[src/rtl/aes_pkg.sv]
// Shared types for the AES shadowed control-register writer.
// Latency: n/a (types and constants only).
// Backpressure: n/a.
package aes_pkg;

    // AES main control word as stored in the shadowed ctrl register.
    typedef struct packed {
        logic [15:0] reserved;
        logic [2:0]  prng_reseed_rate;
        logic        manual_operation;
        logic [2:0]  key_len;
        logic        sideload;
        logic [5:0]  mode;
        logic [1:0]  operation;
    } ctrl_reg_t;

    // Reset image: encrypt, mode NONE, AES-128, reseed rate 1 -> 32'h0000_2281.
    localparam ctrl_reg_t CTRL_RESET = '{
        reserved:         16'h0000,
        prng_reseed_rate: 3'b001,
        manual_operation: 1'b0,
        key_len:          3'b001,
        sideload:         1'b0,
        mode:             6'b10_0000,
        operation:        2'b01
    };

    typedef enum logic [2:0] {
        SW_IDLE  = 3'd0,
        SW_WR1   = 3'd1,
        SW_WAIT1 = 3'd2,
        SW_WR2   = 3'd3,
        SW_WAIT2 = 3'd4,
        SW_CHECK = 3'd5,
        SW_DONE  = 3'd6
    } shadow_wr_state_e;

    typedef enum logic [1:0] {
        SW_OK         = 2'b00,
        SW_UPDATE_ERR = 2'b01,
        SW_TIMEOUT    = 2'b10,
        SW_MISMATCH   = 2'b11
    } shadow_wr_status_e;

endpackage

[src/rtl/aes_shadow_wr_timer.sv]
// Saturating wait-cycle counter shared by both acknowledge waits.
// Latency: clear/enable take effect on the next clock; expired_o is combinational from the count.
// Backpressure: none; counts whenever enabled, stops at TimeoutCycles.
// Ports: clk_i, rst_ni (async active-low), clr_i (restart at 0), en_i (count one cycle),
//        expired_o (count reached TimeoutCycles; never asserted when TimeoutCycles == 0).
module aes_shadow_wr_timer #(
    parameter int unsigned TimeoutCycles = 16
) (
    input  logic clk_i,
    input  logic rst_ni,
    input  logic clr_i,
    input  logic en_i,
    output logic expired_o
);
    // A zero timeout still needs a legal one-bit counter; expired_o is masked instead.
    localparam int unsigned TW = (TimeoutCycles > 0) ? $clog2(TimeoutCycles + 1) : 1;
    localparam logic [TW-1:0] MAX_CNT = (TimeoutCycles > 0) ? TW'(TimeoutCycles) : TW'(1);

    logic [TW-1:0] r_cnt;
    logic          w_sat;

    assign w_sat     = (r_cnt == MAX_CNT);
    assign expired_o = (TimeoutCycles != 0) && w_sat;

    always_ff @(posedge clk_i or negedge rst_ni) begin
        if (!rst_ni) begin
            r_cnt <= '0;
        end else if (clr_i) begin
            r_cnt <= '0;
        end else if (en_i && !w_sat) begin
            r_cnt <= r_cnt + TW'(1);
        end
    end

endmodule

[src/rtl/aes_ctrl_shadow_writer.sv]
// Commits one control word to the shadowed ctrl register via a double write, reporting status.
// Latency: accept->done 5 cycles with immediate acks (6 with AES_SHADOW_READBACK_EN); timeout after TimeoutCycles+1 wait cycles.
// Backpressure: req_ready_o only in IDLE; one request in flight; next accept the cycle after done_o.
// Ports: req_valid_i/req_ready_o/req_data_i request handshake; reg_we_o/reg_wdata_o write port;
//        reg_ack_i/reg_err_update_i/reg_rdata_i shadow-register response; done_o/status_o completion;
//        committed_o last word committed with status OK.
// Option: define AES_SHADOW_READBACK_EN to add the CHECK state comparing reg_rdata_i against the word.
module aes_ctrl_shadow_writer
    import aes_pkg::*;
#(
    parameter int unsigned TimeoutCycles = 16,
    parameter ctrl_reg_t   RESVAL        = CTRL_RESET
) (
    input  logic        clk_i,
    input  logic        rst_ni,
    input  logic        req_valid_i,
    output logic        req_ready_o,
    input  logic [31:0] req_data_i,
    output logic        reg_we_o,
    output logic [31:0] reg_wdata_o,
    input  logic        reg_ack_i,
    input  logic        reg_err_update_i,
    input  logic [31:0] reg_rdata_i,
    output logic        done_o,
    output logic [1:0]  status_o,
    output logic [31:0] committed_o
);
    shadow_wr_state_e  r_state;
    shadow_wr_status_e r_status;
    ctrl_reg_t         r_data;
    ctrl_reg_t         r_committed;
    logic              r_ready;
    logic              r_we;
    logic              r_done;

    logic w_tmr_clr;
    logic w_tmr_en;
    logic w_expired;
    logic w_in_wait;

`ifndef AES_SHADOW_READBACK_EN
    logic w_rdata_unused;
    assign w_rdata_unused = ^reg_rdata_i;
`endif

    // Timer restarts during each write cycle so it reads 0 on the first wait cycle.
    assign w_in_wait = (r_state == SW_WAIT1) || (r_state == SW_WAIT2);
    assign w_tmr_clr = (r_state == SW_WR1) || (r_state == SW_WR2);
    assign w_tmr_en  = w_in_wait && !reg_ack_i;

    aes_shadow_wr_timer #(
        .TimeoutCycles (TimeoutCycles)
    ) u_timer (
        .clk_i     (clk_i),
        .rst_ni    (rst_ni),
        .clr_i     (w_tmr_clr),
        .en_i      (w_tmr_en),
        .expired_o (w_expired)
    );

    always_ff @(posedge clk_i or negedge rst_ni) begin
        if (!rst_ni) begin
            r_state     <= SW_IDLE;
            r_status    <= SW_OK;
            r_data      <= '0;
            r_committed <= RESVAL;
            r_ready     <= 1'b1;
            r_we        <= 1'b0;
            r_done      <= 1'b0;
        end else begin
            r_we   <= 1'b0;
            r_done <= 1'b0;
            case (r_state)
                SW_IDLE: begin
                    if (req_valid_i && r_ready) begin
                        r_data  <= ctrl_reg_t'(req_data_i);
                        r_ready <= 1'b0;
                        r_we    <= 1'b1;
                        r_state <= SW_WR1;
                    end
                end
                SW_WR1: r_state <= SW_WAIT1;
                SW_WAIT1: begin
                    // The first write only stages the value, so its error flag carries no meaning.
                    if (reg_ack_i) begin
                        r_we    <= 1'b1;
                        r_state <= SW_WR2;
                    end else if (w_expired) begin
                        r_status <= SW_TIMEOUT;
                        r_done   <= 1'b1;
                        r_state  <= SW_DONE;
                    end
                end
                SW_WR2: r_state <= SW_WAIT2;
                SW_WAIT2: begin
                    if (reg_ack_i) begin
                        if (reg_err_update_i) begin
                            r_status <= SW_UPDATE_ERR;
                            r_done   <= 1'b1;
                            r_state  <= SW_DONE;
                        end else begin
`ifdef AES_SHADOW_READBACK_EN
                            r_state  <= SW_CHECK;
`else
                            r_status <= SW_OK;
                            r_done   <= 1'b1;
                            r_state  <= SW_DONE;
`endif
                        end
                    end else if (w_expired) begin
                        r_status <= SW_TIMEOUT;
                        r_done   <= 1'b1;
                        r_state  <= SW_DONE;
                    end
                end
`ifdef AES_SHADOW_READBACK_EN
                SW_CHECK: begin
                    r_status <= (ctrl_reg_t'(reg_rdata_i) == r_data) ? SW_OK : SW_MISMATCH;
                    r_done   <= 1'b1;
                    r_state  <= SW_DONE;
                end
`endif
                SW_DONE: begin
                    if (r_status == SW_OK) begin
                        r_committed <= r_data;
                    end
                    r_ready <= 1'b1;
                    r_state <= SW_IDLE;
                end
                default: begin
                    r_ready <= 1'b1;
                    r_state <= SW_IDLE;
                end
            endcase
        end
    end

    assign req_ready_o = r_ready;
    assign reg_we_o    = r_we;
    assign reg_wdata_o = r_data;
    assign done_o      = r_done;
    assign status_o    = r_status;
    assign committed_o = r_committed;

endmodule

[config.mk]
export PLATFORM = sky130hd
export DESIGN_NAME = aes_ctrl_shadow_writer
export DESIGN_NICKNAME = d
export VERILOG_FILES = /design/src/rtl/aes_pkg.sv /design/src/rtl/aes_shadow_wr_timer.sv /design/src/rtl/aes_ctrl_shadow_writer.sv
export SDC_FILE = /design/constraint.sdc
export NUM_CORES = 1
export LEC_CHECK = 0
export ABC_AREA = 1
export CAP_MARGIN = 15
export CORE_MARGIN = 2
export CORE_UTILIZATION = 55
export CTS_CLUSTER_DIAMETER = 30
export DETAILED_ROUTE_END_ITERATION = 10
export DONT_BUFFER_PORTS = 1
export GPL_TIMING_DRIVEN = 0
export HOLD_SLACK_MARGIN = 0.12
export PLACE_DENSITY = 0.7
export SLEW_MARGIN = 30
export SYNTH_ARGS = -nofsm -noshare
export SYNTH_HDL_FRONTEND = slang
export SYNTH_SLANG_ARGS = --single-unit
[constraint.sdc]
create_clock -name clk_i -period 1.5 [get_ports clk_i]
set_input_delay 0.3 -clock clk_i [delete_from_list [all_inputs] [get_ports clk_i]]
set_output_delay 0.3 -clock clk_i [all_outputs]
set_load 0.03 [all_outputs]
* Word-level counts from Yosys, hierarchy flattened
Cells that the tools add are included.
** Storage, ports and cells
- Logic and storage cells :: 67
- Output and inout bits :: 69
- Flip-flop bits (word level) :: 77
- Bits of input ports :: 69
** Operators by class
- Bitwise gates (word level) :: 1
- Add/sub/neg operators :: 1
- Multiplexer cells :: 21
- Reductions and logical operators :: 16
- Equality and inequality tests :: 8
** Operators with widths (count)
- case mux 3 bit (5 select lines) :: 1
- two-way mux 3 bit :: 4
- two-way mux 5 bit :: 2
- AND reduction 2 bit :: 4
- two-way mux 1 bit :: 7
- == test 3 x 2 -> 1 bit (second input constant) :: 2
- == test 3 bit (second input constant) :: 2
- two-way mux 2 bit :: 3
- case mux 1 bit (2 select lines) :: 3
- adder 5 x 1 -> 5 bit (second input constant) :: 1
- == test 5 bit (second input constant) :: 1
- inequality test 2 bit (second input constant) :: 2
- case mux 2 bit (2 select lines) :: 1
- nonzero test 2 bit :: 2
- OR reduction 4 bit :: 1
- == test 3 x 1 -> 1 bit (second input constant) :: 1
- logical AND 1 bit :: 3
- logical NOT 3 bit :: 1
- logical NOT 1 bit :: 2
- logical NOT 2 bit :: 1
- logical OR 1 bit :: 2
- NOT 1 bit :: 1

* Logic depth before layout (Yosys ltp)
- Depth in word-level cells :: 6
- Gate-level depth with buffers :: 9
- Mapped depth without buffers :: 9

* By module
A second synthesis with hierarchy kept.
** Second synthesis, totals
- Cells, all modules :: 325
- Area, all modules :: 3206.8 um^2
** By module, submodules not included
- aes_ctrl_shadow_writer :: area an instance 2865.2 um^2, instances 1, cells each 284, seq. area each 1808.0 um^2
- aes_shadow_wr_timer :: area an instance 341.6 um^2, instances 1, cells each 41, seq. area each 125.1 um^2

* Worst setup path before layout
Ideal clock, no wire load.
- Path type :: reg-to-reg
- From :: register r_ready, in the netlist req_ready_o
- To :: register r_data (netlist bit reg_wdata_o[10])
- Required time :: 1.379 ns
- Stages on the path, launching flop included :: 5
- Arrival time :: 1.162 ns
- Setup time :: 0.121 ns
- Slack :: 0.217 ns
- Path buffers :: 1
- Clock period less this slack :: 1.283 ns
- Cell sequence :: dfstp_2 nand4_2 inv_2 buf_4 o21ai_1
** Between the ends
- Cells in the longest elaborated chain, start to end :: 2
** RTL lines
- start: declaration :: line aes_ctrl_shadow_writer.sv:32 : logic r_ready;
- start signal: assignment :: line aes_ctrl_shadow_writer.sv:67 : r_ready <= 1'b1;
- start signal: assignment :: line aes_ctrl_shadow_writer.sv:77 : r_ready <= 1'b0;
- start signal: assignment :: line aes_ctrl_shadow_writer.sv:127 : r_ready <= 1'b1;
- logical AND 1 bit :: line aes_ctrl_shadow_writer.sv:75 : if (req_valid_i && r_ready) begin
- AND reduction 2 bit (no source line)
- end signal: assignment :: line aes_ctrl_shadow_writer.sv:76 : r_data <= ctrl_reg_t'(req_data_i);
- end: declaration :: line aes_ctrl_shadow_writer.sv:30 : ctrl_reg_t r_data;
Every way passes these cells.
A chain may end at the register's enable or synchronous reset.

* Final worst setup path
- From :: register r_ready, in the netlist req_ready_o
- To :: register r_data (netlist bit reg_wdata_o[27])
Same word-level chain as after synthesis.

==> key figures <==
STA
  • Final worst clock skew: 0.00869 ns
  • Post-route worst hold slack: -0.364 ns
  • Final setup violation count: 0
  • Setup repair after global routing missed its margin: yes
  • Total negative slack for setup checks: 0 ns
  • Shortest period the worst path allows: 1.43 ns
  • Share of the cycle needed by the critical path after routing: 95.4%
  • Timing-limited maximum frequency: between 600 and 700 MHz
  • Transition time at the pin with the least slew margin: 0.354 ns
  • Headroom to the max-slew limit: between 70 and 80%
  • Hold violation total from the final report: 77
  • Max-slew violation total from the final report: 0

Synthesis
  • Synthesized area per cell: 9.58 um2
  • Synthesized netlist cell count: 323
  • Sequential cell area fraction in the yosys report: 62.4%
  • Count of different cell masters after synthesis: 21
  • Synthesized netlist net count: ~390
  • Post-synth design cell area: 0.00310 mm2
  • Number of synthesized register bits: 77
  • Count of synthesis-stage warnings from yosys: 0

Pwr
  • Final total power: a little over 9 mW
  • Worst VDD drop: 1.10 mV
  • Static Leak: 1.82 nW
  • Power density over cell area: roughly 2400 mW/mm2

Floorplanning
  • Area of the core: 0.00547 mm2
  • Starting utilization of the core area: 56.6%
  • I/O pin total: 138
  • Width of the die: 79.0 um
  • Die ar.: 0.00624 mm2
  • Standard-cell row count: 27
  • Die Y-Extent: slightly below 80 um

Clock tree
  • Number of buffers inserted by post-CTS setup repair: 0
  • Hold buffer count at CTS: 33
  • Clock Tree Root: clkbuf_8
  • TritonCTS clock tree: built
  • Insertion delay to the later sink of the worst-skew pair: 0.35 ns
  • Number of buffers inserted during clock tree synthesis: 9
  • Largest buffer count on any clock path: 2
  • H-Tree Level Count: 3
  • Clock Sinks: 77
  • Clock-pin slew of the registers on the worst-case setup and hold paths: approximately 0.08 ns

Placed design
  • Number of buffers inserted by port buffering: 0
  • Placed instance area: between 0.003 and 0.004 mm2
  • RD Place Congestion: 0.807
  • Half-perimeter wire length of the detailed placement result: 4.39 mm

Final layout
  • Share of the core filled with cells: 68.1%
  • Final net count: about 440
  • Share of final-layout standard cells stronger than drive strength 1: a little under an eighth
  • Design Area, Final: 0.00373 mm2
  • Area growth from synthesis to layout: 20.5%
  • Ant. Diodes: 0

Min path
  • Worst hold path class: in -> async

Setup path
  • Kind of start point of the critical path: flip-flop
  • Critical setup path kind: reg -> reg
  • Required time reported for the critical path endpoint: between 1.5 and 2 ns
  • Destination of the worst register-to-register timing path: reg_wdata_o[27]$_DFFE_PN0P_
  • CP max FO: 10
  • Nature of the critical path endpoint: flip-flop
  • Worst endpoint data arrival time: around 1.7 ns
  • Startpoint of the worst-slack reg-to-reg timing path: req_ready_o$_DFFE_PN1P_
  • R2R setup slack: between 0.06 and 0.07 ns
  • Depth of the worst register-to-register path: 4

Detailed routing
  • DRC violation count after routing: 0
  • WL final: 6.87 mm
  • Routed wire length per instance: 15.5 um
  • Iteration-0 DRC count of the detailed router: 111
  • Number of iterations in the first detailed-routing pass: 5
  • Vias per Instance: about 5.2
  • Routed via count: 2,326
  • Antenna-violating nets left: 0

Global routing
  • Remaining global-route overflow: 0
  • Initial antenna violation count: 0
  • First-pass GRT wire length: 10.8 mm
  • Vias in the first global route: 2,295
  • Total GRT Usage: 22.5%
  • Maximum number of pins on one net before global-route repair: 78

Run status
  • Failing checks: negative hold slack
  • Outcome: finished with violations

Flow run
  • Count of maximum capacitance violations: 0
-- synthesized netlist by cell type --
cell type	instances	area (um2)
a21oi_1	1	5.00
buf_2	2	10.0
buf_4	3	22.5
buf_6	7	78.8
dfrtp_1	72	1800
dfstp_2	5	131
ha_1	2	25.0
inv_1	39	146
inv_2	4	15.0
nand2_1	90	338
nand3_1	13	65.1
nand3_4	1	17.5
nand4_1	2	12.5
nand4_2	1	12.5
nor2_1	5	18.8
nor2_2	1	6.26
o211ai_1	1	7.51
o21ai_0	6	30.0
o21ai_1	65	325
xnor2_1	2	17.5
xor2_1	1	8.76
-- state kept, by name, summed over array words and instances, names as in the netlist --
register / cells
status_o: 2
committed_o: 32
reg_we_o: 1
u_timer.r_cnt: 5
req_ready_o: 1
done_o: 1
reg_wdata_o: 32
r_state: 3
-- placed cells by master (no fill, tap or decap) --
cell           instances
inv_6                  1
o21ai_1               65
buf_6                  7
o21ai_0                6
o211ai_1               1
inv_1                 39
nand4_2                1
clkinvlp_4             1
inv_2                  3
clkbuf_8              10
ha_1                   2
nand3_4                1
buf_2                  2
nand2_1               89
xnor2_1                2
dfstp_2                5
clkinv_4               1
nor2_1                 4
nand2_2                1
dfrtp_1               72
nand4_1                2
clkinv_2               3
bufinv_16              1
nand3_1               13
xor2_1                 1
dlygate4sd3_1         33
nor2_2                 2
a21oi_2                1
buf_4                  3
-- final cells by class --
type / count / area [um2]
repair buffers: 33 / 330
inverters: 43 / 166
plain buffers: 12 / 111
clock inverters: 6 / 61.3
flip-flops and latches: 77 / 1930
clock buffers: 10 / 138
fillers: 436 / 1740
multi-input cells: 191 / 898
well taps: 72 / 90.1
-- worst max-delay path: stages, from the launching register on --
cell and delay (ns):
dfstp_2 0.65, nand4_2 0.22, clkinv_4 0.16, buf_4 0.20, o21ai_1 0.09
-- layer usage --
layer  part of all wire, %  wire length [um]  track usage (%)
met5                     0                 0                0
met1                    43              2970             28.6
met2                    47              3250             35.9
met4                   2.1               143             10.3
met3                   7.4               505             6.25
-- repair_timing --
action,4_1_cts,5_1_grt
resized for setup,1,4
endpoints found under the setup margin,9,28
gates cloned,0,0
endpoints found under the hold margin,109,77
-- where the power goes --
group,internal [mW],leakage [nW],total [mW],switching [mW]
clock network,0.811,0.102,1.57,0.759
registers,3.07,0.949,5.58,2.52
logic,0.783,0.766,1.97,1.19
-- how the worst max path moves through the flow --
stage	slack, ns	cells after the start	from	end
final	0.07	4	req_ready_o$_DFFE_PN1P_	reg_wdata_o[27]$_DFFE_PN0P_
after global routing	-0.01	4	req_ready_o$_DFFE_PN1P_	reg_wdata_o[20]$_DFFE_PN0P_
after CTS	0.03	4	req_ready_o$_DFFE_PN1P_	reg_wdata_o[20]$_DFFE_PN0P_
after detailed placement	-0.005	4	req_ready_o$_DFFE_PN1P_	reg_wdata_o[20]$_DFFE_PN0P_
after global placement	0.01	4	req_ready_o$_DFFE_PN1P_	reg_wdata_o[31]$_DFFE_PN0P_
after floorplan	0.22	4	req_ready_o$_DFFE_PN1P_	reg_wdata_o[10]$_DFFE_PN0P_
-- kinds of logic (layout without fill, tap and decap cells) --
family	count (synthesis)	in the layout	share of synthesized area [%]
flip-flops	77	77	62.4
XOR/XNOR	3	3	0.849
AND/OR/NAND/NOR	113	113	15.2
AO/OA/AOI/OAI	73	73	11.9
buffers and inverters	55	104	8.81
adder cells (fa/ha/maj)	2	2	0.808
-- through the flow --
step	std cells	setup slack, ns
2_1_floorplan	323	0.217
3_3_place_gp	395	0.0104
3_5_place_dp	395	-0.00525
4_1_cts	444	0.0307
5_1_grt	444	-0.0114
6_report	444	0.0683
Note: power is estimated with default switching activity, not from simulation.
